### config.mk
export PLATFORM = sky130hd
export DESIGN_NAME = unit_arbiter_flat
export DESIGN_NICKNAME = d
export VERILOG_FILES = /design/src/rtl/unit_arb_pkg.sv /design/src/rtl/unit_arbiter_if.sv /design/src/rtl/unit_arbiter_rr_pick.sv /design/src/rtl/unit_arbiter.sv /design/src/flat_wrapper.sv
export SDC_FILE = /design/constraint.sdc
export NUM_CORES = 1
export LEC_CHECK = 0
export ABC_AREA = 1
export CELL_PAD_IN_SITES_DETAIL_PLACEMENT = 1
export CELL_PAD_IN_SITES_GLOBAL_PLACEMENT = 2
export CORE_MARGIN = 1.5
export CORE_UTILIZATION = 28
export DETAILED_ROUTE_END_ITERATION = 10
export PLACE_DENSITY = 0.94
export SLEW_MARGIN = 0
export SYNTH_ARGS = -nofsm -noshare
export SYNTH_HDL_FRONTEND = slang
export SYNTH_SLANG_ARGS = --single-unit
### constraint.sdc
create_clock -name clk -period 3.7 [get_ports clk]
set_input_delay 0.74 -clock clk [delete_from_list [all_inputs] [get_ports clk]]
set_output_delay 0.74 -clock clk [all_outputs]
set_load 0.1 [all_outputs]
### src/rtl/unit_arb_pkg.sv
// Shared types and constants for the unit arbiter: FSM states, default timeout,
// and the index-width helper used by the interface and the RTL.
package unit_arb_pkg;

    typedef enum logic [1:0] {
        ST_IDLE  = 2'd0,
        ST_ISSUE = 2'd1,
        ST_WAIT  = 2'd2,
        ST_RESP  = 2'd3
    } arb_state_t;

    localparam int TMO_DEFAULT = 15;

    function automatic int idx_w(input int n);
        return (n > 1) ? $clog2(n) : 1;
    endfunction

endpackage

### src/rtl/unit_arbiter_if.sv
// Request, shared-unit and response signals of the unit arbiter.
// slave = arbiter side, master = requesters / unit / response consumer.
interface unit_arbiter_if #(
    parameter int NREQ = 4,
    parameter int DW   = 4,
    parameter int RW   = 3
);
    import unit_arb_pkg::*;

    localparam int IW = idx_w(NREQ);

    logic [NREQ-1:0]    req_valid;
    logic [NREQ*DW-1:0] req_data;
    logic [NREQ-1:0]    req_ready;
    logic               unit_start;
    logic [DW-1:0]      unit_x;
    logic               unit_done;
    logic [RW-1:0]      unit_y;
    logic               unit_z;
    logic               rsp_valid;
    logic               rsp_ready;
    logic [IW-1:0]      rsp_id;
    logic [RW-1:0]      rsp_y;
    logic               rsp_z;
    logic               rsp_err;

    modport slave (
        input  req_valid, req_data, unit_done, unit_y, unit_z, rsp_ready,
        output req_ready, unit_start, unit_x, rsp_valid, rsp_id, rsp_y, rsp_z, rsp_err
    );

    modport master (
        output req_valid, req_data, unit_done, unit_y, unit_z, rsp_ready,
        input  req_ready, unit_start, unit_x, rsp_valid, rsp_id, rsp_y, rsp_z, rsp_err
    );

endinterface

### src/rtl/unit_arbiter_rr_pick.sv
// Round-robin select: first requester after i_last (wrapping), one-hot and index.
// Purely combinational; o_any flags that some request is present.
module rr_pick #(
    parameter int NREQ = 4,
    parameter int IW   = 2
) (
    input  logic [NREQ-1:0] i_req,
    input  logic [IW-1:0]   i_last,
    output logic [NREQ-1:0] o_grant,
    output logic [IW-1:0]   o_idx,
    output logic            o_any
);

    logic [IW-1:0] w_cand;
    logic          w_found;

    always_comb begin
        o_grant = '0;
        o_idx   = '0;
        w_cand  = '0;
        w_found = 1'b0;
        // Visit last+1 .. last+NREQ so the previous winner is checked last.
        for (int i = 1; i <= NREQ; i++) begin
            w_cand = IW'((int'(i_last) + i) % NREQ);
            if (!w_found && i_req[w_cand]) begin
                w_found         = 1'b1;
                o_idx           = w_cand;
                o_grant[w_cand] = 1'b1;
            end
        end
    end

    assign o_any = |i_req;

endmodule

### src/rtl/unit_arbiter.sv
// Shares one multi-cycle unit among NREQ requesters, one transaction at a time.
// Accept->rsp_valid min 3 cycles; response held until rsp_ready, no grants meanwhile.
module unit_arbiter
    import unit_arb_pkg::*;
#(
    parameter int NREQ = 4,
    parameter int DW   = 4,
    parameter int RW   = 3,
    parameter int TMO  = TMO_DEFAULT
) (
    input  logic           clk,
    input  logic           rst,
    unit_arbiter_if.slave  bus
);

    localparam int         IW       = idx_w(NREQ);
    localparam logic [7:0] CNT_LAST = 8'(TMO - 1);

    arb_state_t      r_state;
    arb_state_t      w_state_nxt;
    logic [IW-1:0]   r_last;
    logic [DW-1:0]   r_x;
    logic [IW-1:0]   r_id;
    logic [RW-1:0]   r_y;
    logic            r_z;
    logic            r_err;
    logic [7:0]      r_cnt;

    logic [NREQ-1:0] w_grant;
    logic [IW-1:0]   w_idx;
    logic            w_any;
    logic            w_done;
    logic            w_tmo;
    logic [NREQ-1:0] w_req_ready;
    logic            w_unit_start;
    logic            w_rsp_valid;
    logic [DW-1:0]   w_ops [NREQ];

    rr_pick #(
        .NREQ (NREQ),
        .IW   (IW)
    ) u_pick (
        .i_req   (bus.req_valid),
        .i_last  (r_last),
        .o_grant (w_grant),
        .o_idx   (w_idx),
        .o_any   (w_any)
    );

    always_comb begin
        for (int i = 0; i < NREQ; i++) begin
            w_ops[i] = bus.req_data[i*DW +: DW];
        end
    end

    always_ff @(posedge clk) begin
        if (rst) begin
            r_state <= ST_IDLE;
        end else begin
            r_state <= w_state_nxt;
        end
    end

    always_comb begin
        w_state_nxt  = r_state;
        w_done       = 1'b0;
        w_tmo        = 1'b0;
        w_req_ready  = '0;
        w_unit_start = 1'b0;
        w_rsp_valid  = 1'b0;
        case (r_state)
            ST_IDLE: begin
                w_req_ready = w_grant;
                if (w_any) begin
                    w_state_nxt = ST_ISSUE;
                end
            end
            ST_ISSUE: begin
                w_unit_start = 1'b1;
                w_state_nxt  = ST_WAIT;
            end
            ST_WAIT: begin
                // A done landing on the final count still counts as success.
                w_done = bus.unit_done;
                w_tmo  = !bus.unit_done && (r_cnt == CNT_LAST);
                if (w_done || w_tmo) begin
                    w_state_nxt = ST_RESP;
                end
            end
            ST_RESP: begin
                w_rsp_valid = 1'b1;
                if (bus.rsp_ready) begin
                    w_state_nxt = ST_IDLE;
                end
            end
            default: w_state_nxt = ST_IDLE;
        endcase
        if (rst) begin
            w_req_ready  = '0;
            w_unit_start = 1'b0;
            w_rsp_valid  = 1'b0;
        end
    end

    always_ff @(posedge clk) begin
        if (rst) begin
            r_last <= IW'(NREQ - 1);
            r_x    <= '0;
            r_id   <= '0;
            r_y    <= '0;
            r_z    <= 1'b0;
            r_err  <= 1'b0;
            r_cnt  <= '0;
        end else begin
            case (r_state)
                ST_IDLE: begin
                    if (w_any) begin
                        r_last <= w_idx;
                        r_id   <= w_idx;
                        r_x    <= w_ops[w_idx];
                    end
                end
                ST_ISSUE: r_cnt <= '0;
                ST_WAIT: begin
                    r_cnt <= r_cnt + 8'd1;
                    if (w_done) begin
                        r_y   <= bus.unit_y;
                        r_z   <= bus.unit_z;
                        r_err <= 1'b0;
                    end else if (w_tmo) begin
                        r_y   <= '0;
                        r_z   <= 1'b0;
                        r_err <= 1'b1;
                    end
                end
                default: ;
            endcase
        end
    end

    assign bus.req_ready  = w_req_ready;
    assign bus.unit_start = w_unit_start;
    assign bus.unit_x     = r_x;
    assign bus.rsp_valid  = w_rsp_valid;
    assign bus.rsp_id     = r_id;
    assign bus.rsp_y      = r_y;
    assign bus.rsp_z      = r_z;
    assign bus.rsp_err    = r_err;

endmodule
### src/flat_wrapper.sv
// flat-port wrapper written by rule: the top's interface ports become plain ports
module unit_arbiter_flat import unit_arb_pkg::*;
#(
    parameter int NREQ = 4,
    parameter int DW   = 4,
    parameter int RW   = 3,
    parameter int TMO  = TMO_DEFAULT
)
  (clk, rst, bus_req_valid, bus_req_data, bus_unit_done, bus_unit_y, bus_unit_z, bus_rsp_ready, bus_req_ready, bus_unit_start, bus_unit_x, bus_rsp_valid, bus_rsp_id, bus_rsp_y, bus_rsp_z, bus_rsp_err);
  unit_arbiter_if #(.NREQ(NREQ), .DW(DW), .RW(RW)) bus_i ();
  input  logic clk;
  input  logic rst;
  input wire logic [$bits(bus_i.req_valid)-1:0] bus_req_valid;
  input wire logic [$bits(bus_i.req_data)-1:0] bus_req_data;
  input wire logic [$bits(bus_i.unit_done)-1:0] bus_unit_done;
  input wire logic [$bits(bus_i.unit_y)-1:0] bus_unit_y;
  input wire logic [$bits(bus_i.unit_z)-1:0] bus_unit_z;
  input wire logic [$bits(bus_i.rsp_ready)-1:0] bus_rsp_ready;
  output wire logic [$bits(bus_i.req_ready)-1:0] bus_req_ready;
  output wire logic [$bits(bus_i.unit_start)-1:0] bus_unit_start;
  output wire logic [$bits(bus_i.unit_x)-1:0] bus_unit_x;
  output wire logic [$bits(bus_i.rsp_valid)-1:0] bus_rsp_valid;
  output wire logic [$bits(bus_i.rsp_id)-1:0] bus_rsp_id;
  output wire logic [$bits(bus_i.rsp_y)-1:0] bus_rsp_y;
  output wire logic [$bits(bus_i.rsp_z)-1:0] bus_rsp_z;
  output wire logic [$bits(bus_i.rsp_err)-1:0] bus_rsp_err;
  assign bus_i.req_valid = bus_req_valid;
  assign bus_i.req_data = bus_req_data;
  assign bus_i.unit_done = bus_unit_done;
  assign bus_i.unit_y = bus_unit_y;
  assign bus_i.unit_z = bus_unit_z;
  assign bus_i.rsp_ready = bus_rsp_ready;
  assign bus_req_ready = bus_i.req_ready;
  assign bus_unit_start = bus_i.unit_start;
  assign bus_unit_x = bus_i.unit_x;
  assign bus_rsp_valid = bus_i.rsp_valid;
  assign bus_rsp_id = bus_i.rsp_id;
  assign bus_rsp_y = bus_i.rsp_y;
  assign bus_rsp_z = bus_i.rsp_z;
  assign bus_rsp_err = bus_i.rsp_err;
  unit_arbiter #(.NREQ(NREQ), .DW(DW), .RW(RW), .TMO(TMO)) u_core (.clk(clk), .rst(rst), .bus(bus_i));
endmodule
==> reports/qor.txt <==
First DRT Iteration DRCs - 42
skew final - 0.00190 ns
die width - 82.7 um
status - finished clean
first-pass GRT wire length - 7760 um
Die Span Y - 82.7 um
post-route antenna net violation count - 0
Slew headroom - 33.3%
critical path fanouts, max - 9
Top-Level Pins - 45
logic gate share of total power - 75.1%
clock share of power - 7.8%
crit path DAT - 2.41 ns
TritonCTS Buffers - 3
Synth top area share - 25.9%
final core occ - 39.6%
Max Freq - 318 MHz
Min-Delay Startpoint - u_core.bus.rsp_id[1]$_SDFFE_PP0P_
GRT overflow - 0
R2R Setup Slk - 1.25 ns
HPWL after DPL - 3720 um
data required time of the worst path - 2.96 ns
worst-skew pair later-pin latency - 0.26 ns
Inserted Diodes - 0
Placed Area - 2340 um^2
number of synthesized register bits - 23
Area growth syn-to-layout - 34.1%
cts hold-fix bufs - 0
Final min period - 3.15 ns
routability cong. - 0.862
Synth warnings - 0
vias in the first global route - 1,784
largest cells by area after synthesis - dfxtp_1 26%, nand3_1 11%, nand2_1 10%
core footprint - 6030 um^2
Worst Hold Slack - 0.469 ns
MaxCap Viol Count - 0
Synth Instances - 265
post-synthesis instance area - 1780 um^2
finished layout cell area - 2390 um^2
asr flop ratio synth - 0%
WL/cell - 11.9 um
Layout fillers - 770
share of layout cells above drive strength 1 - 12.9%
Post-synth EDFFs - 0
Root Buffer - clkbuf_8
setup bufs post-CTS - 0
register area share after synthesis - 25.9%
crit path kind - register to output port
H-tree depth - 1
measured slew at the worst slew-check pin - 0.997 ns
maximum VDD drop - 0.418 mV
dominant synthesized flop cell - dfxtp_1
Setup Total Neg Slack - 0 ns
Critical R2R Launch - u_core.r_last[1]$_SDFFE_PP1P_
Clock Tree Buf Depth - 2
site row count - 28
Final Hold Fails - 0
Seq pwr share - 17.1%
Total Nets Final - 354
pins over their slew limit - 0
Tcrit/Tclk final - 85.1%
Yosys cell types - 31
# setup viols final - 0
clock slew at reported path FFs - 0.08 ns
pwr dens - 841 nW/um^2
I/O Buffers - 44
post-CTS resize count - 0
Overall Global Routing Usage - 14.3%
final wirelength - 4590 um
unrepaired setup endpoints after global routing - no
Reg2Reg Capture Point - u_core.bus.unit_x[2]$_SDFFE_PP0P_
Design Power - 0.00201 W
initial antenna violation count - 0
total die area - 6850 um^2
NetSw - 0.00118 W
Critical Path Start - u_core.r_last[1]$_SDFFE_PP1P_
vias - 1,754
largest net degree at the start of global routing - 18
CTS tree - built
Synthesized Nets - 307
First-pass DRT Iterations - 2
Sw Ratio - 58.7%
DRC - 0
critical path capture point type - output port
Cell Int Power - 0.000830 W
leakage power - 1.13 nW
FF-to-FF path depth - 15
syn avg cell area - 6.72 um^2
top cell type by total area after synthesis - dfxtp_1
Initial Utilization - 29.5%
hold path depth - 2
average via count per standard cell - 4.54
Hold/Removal Path Class - register to register
Critical Path Start Type - register
hold worst-path end - u_core.bus.rsp_id[1]$_SDFFE_PP0P_
clock sink total - 23
-- worst max-delay path: stages, from the launching register on --
cell,delay [ns]
dfxtp_1,0.48
inv_1,0.22
ha_1,0.45
inv_2,0.06
nand3_2,0.12
nand2_4,0.12
nor2_8,0.17
nand3_1,0.09
nand3_1,0.09
nand2_1,0.06
inv_1,0.10
buf_12,0.18
-- worst max-delay path by stage --
stage	slack (ns)	end
detailed placement	0.62	bus_req_ready[0]
finish	0.55	bus_req_ready[0]
global route	0.36	bus_req_ready[0]
floorplan	0.56	bus_rsp_valid
CTS	0.54	bus_req_ready[0]
global placement	0.66	bus_req_ready[3]
-- layout by cell type, fill, tap and decap left out, drive strengths merged --
cell type / instances
a211oi: 1
a21oi: 16
a22oi: 2
a31oi: 2
and3: 1
buf: 8
clkbuf: 3
clkdlybuf4s50: 38
clkinv: 1
dfxtp: 23
ha: 14
inv: 52
nand2: 62
nand3: 44
nand4: 3
nor2: 26
nor3: 2
nor3b: 1
nor4: 1
o211ai: 2
o21a: 1
o21ai: 8
-- metal layers --
metal	track usage, %	part of all wire [%]	vias up
met5	0	0	-
met4	2.50	0.50	0
met3	1.43	2.5	4
met2	27.1	50	24
met1	17.3	47	792
li1	-	-	934
-- state kept, by name, indices dropped and copies added, names as in the netlist --
name / flops
u_core.bus.rsp_z: 1
u_core.r_last: 2
u_core.r_state: 2
u_core.bus.rsp_y: 3
u_core.r_cnt: 8
u_core.bus.rsp_id: 2
u_core.bus.rsp_err: 1
u_core.bus.unit_x: 4
-- layout make-up --
type	instances	area (um^2)	share of cell area, %
Clock buffer	3	41.3	1.73
Tap cell	75	93.8	3.93
Clock inverter	1	5.00	0.210
Timing Repair Buffer	46	490	20.5
Sequential cell	23	460	19.3
Multi-Input combinational cell	186	1090	45.7
Inverter	52	205	8.60
-- power by group through the flow --
| stage | logic, W | registers (W) | clock network (W) |
|---|---|---|---|
| floorplan | 0.000987 | 0.000528 | 0 |
| global placement | 0.00149 | 0.000349 | 0 |
| detailed placement | 0.00152 | 0.000350 | 0 |
| CTS | 0.00152 | 0.000345 | 0.000164 |
| global route | 0.00166 | 0.000351 | 0.000174 |
| finish | 0.00151 | 0.000344 | 0.000157 |
-- cells by family after synthesis --
| group | Yosys count | synth area share (%) |
|---|---|---|
| flops | 23 | 25.9 |
| fa+ha+maj | 14 | 9.84 |
| simple gates | 140 | 41.5 |
| buf+inv | 56 | 12.9 |
| compound gates | 32 | 9.98 |
-- metrics by stage --
| stage | std cells | setup WS [ns] |
|---|---|---|
| after CTS | 386 | 0.536 |
| final | 386 | 0.553 |
| after global placement | 382 | 0.664 |
| after detailed placement | 382 | 0.616 |
| after floorplan | 265 | 0.562 |
| after global routing | 386 | 0.360 |
-- synth_stat cells (4+ instances only) --
master   instances
nor2_1          23
ha_1            14
a21oi_1         16
nand2_2          6
inv_1           46
inv_2            4
nand2_1         49
nand3_1         39
dfxtp_1         23
o21ai_0          7
nand2_4          7
nand3_2          5
Power figures use the tool's default switching activity.
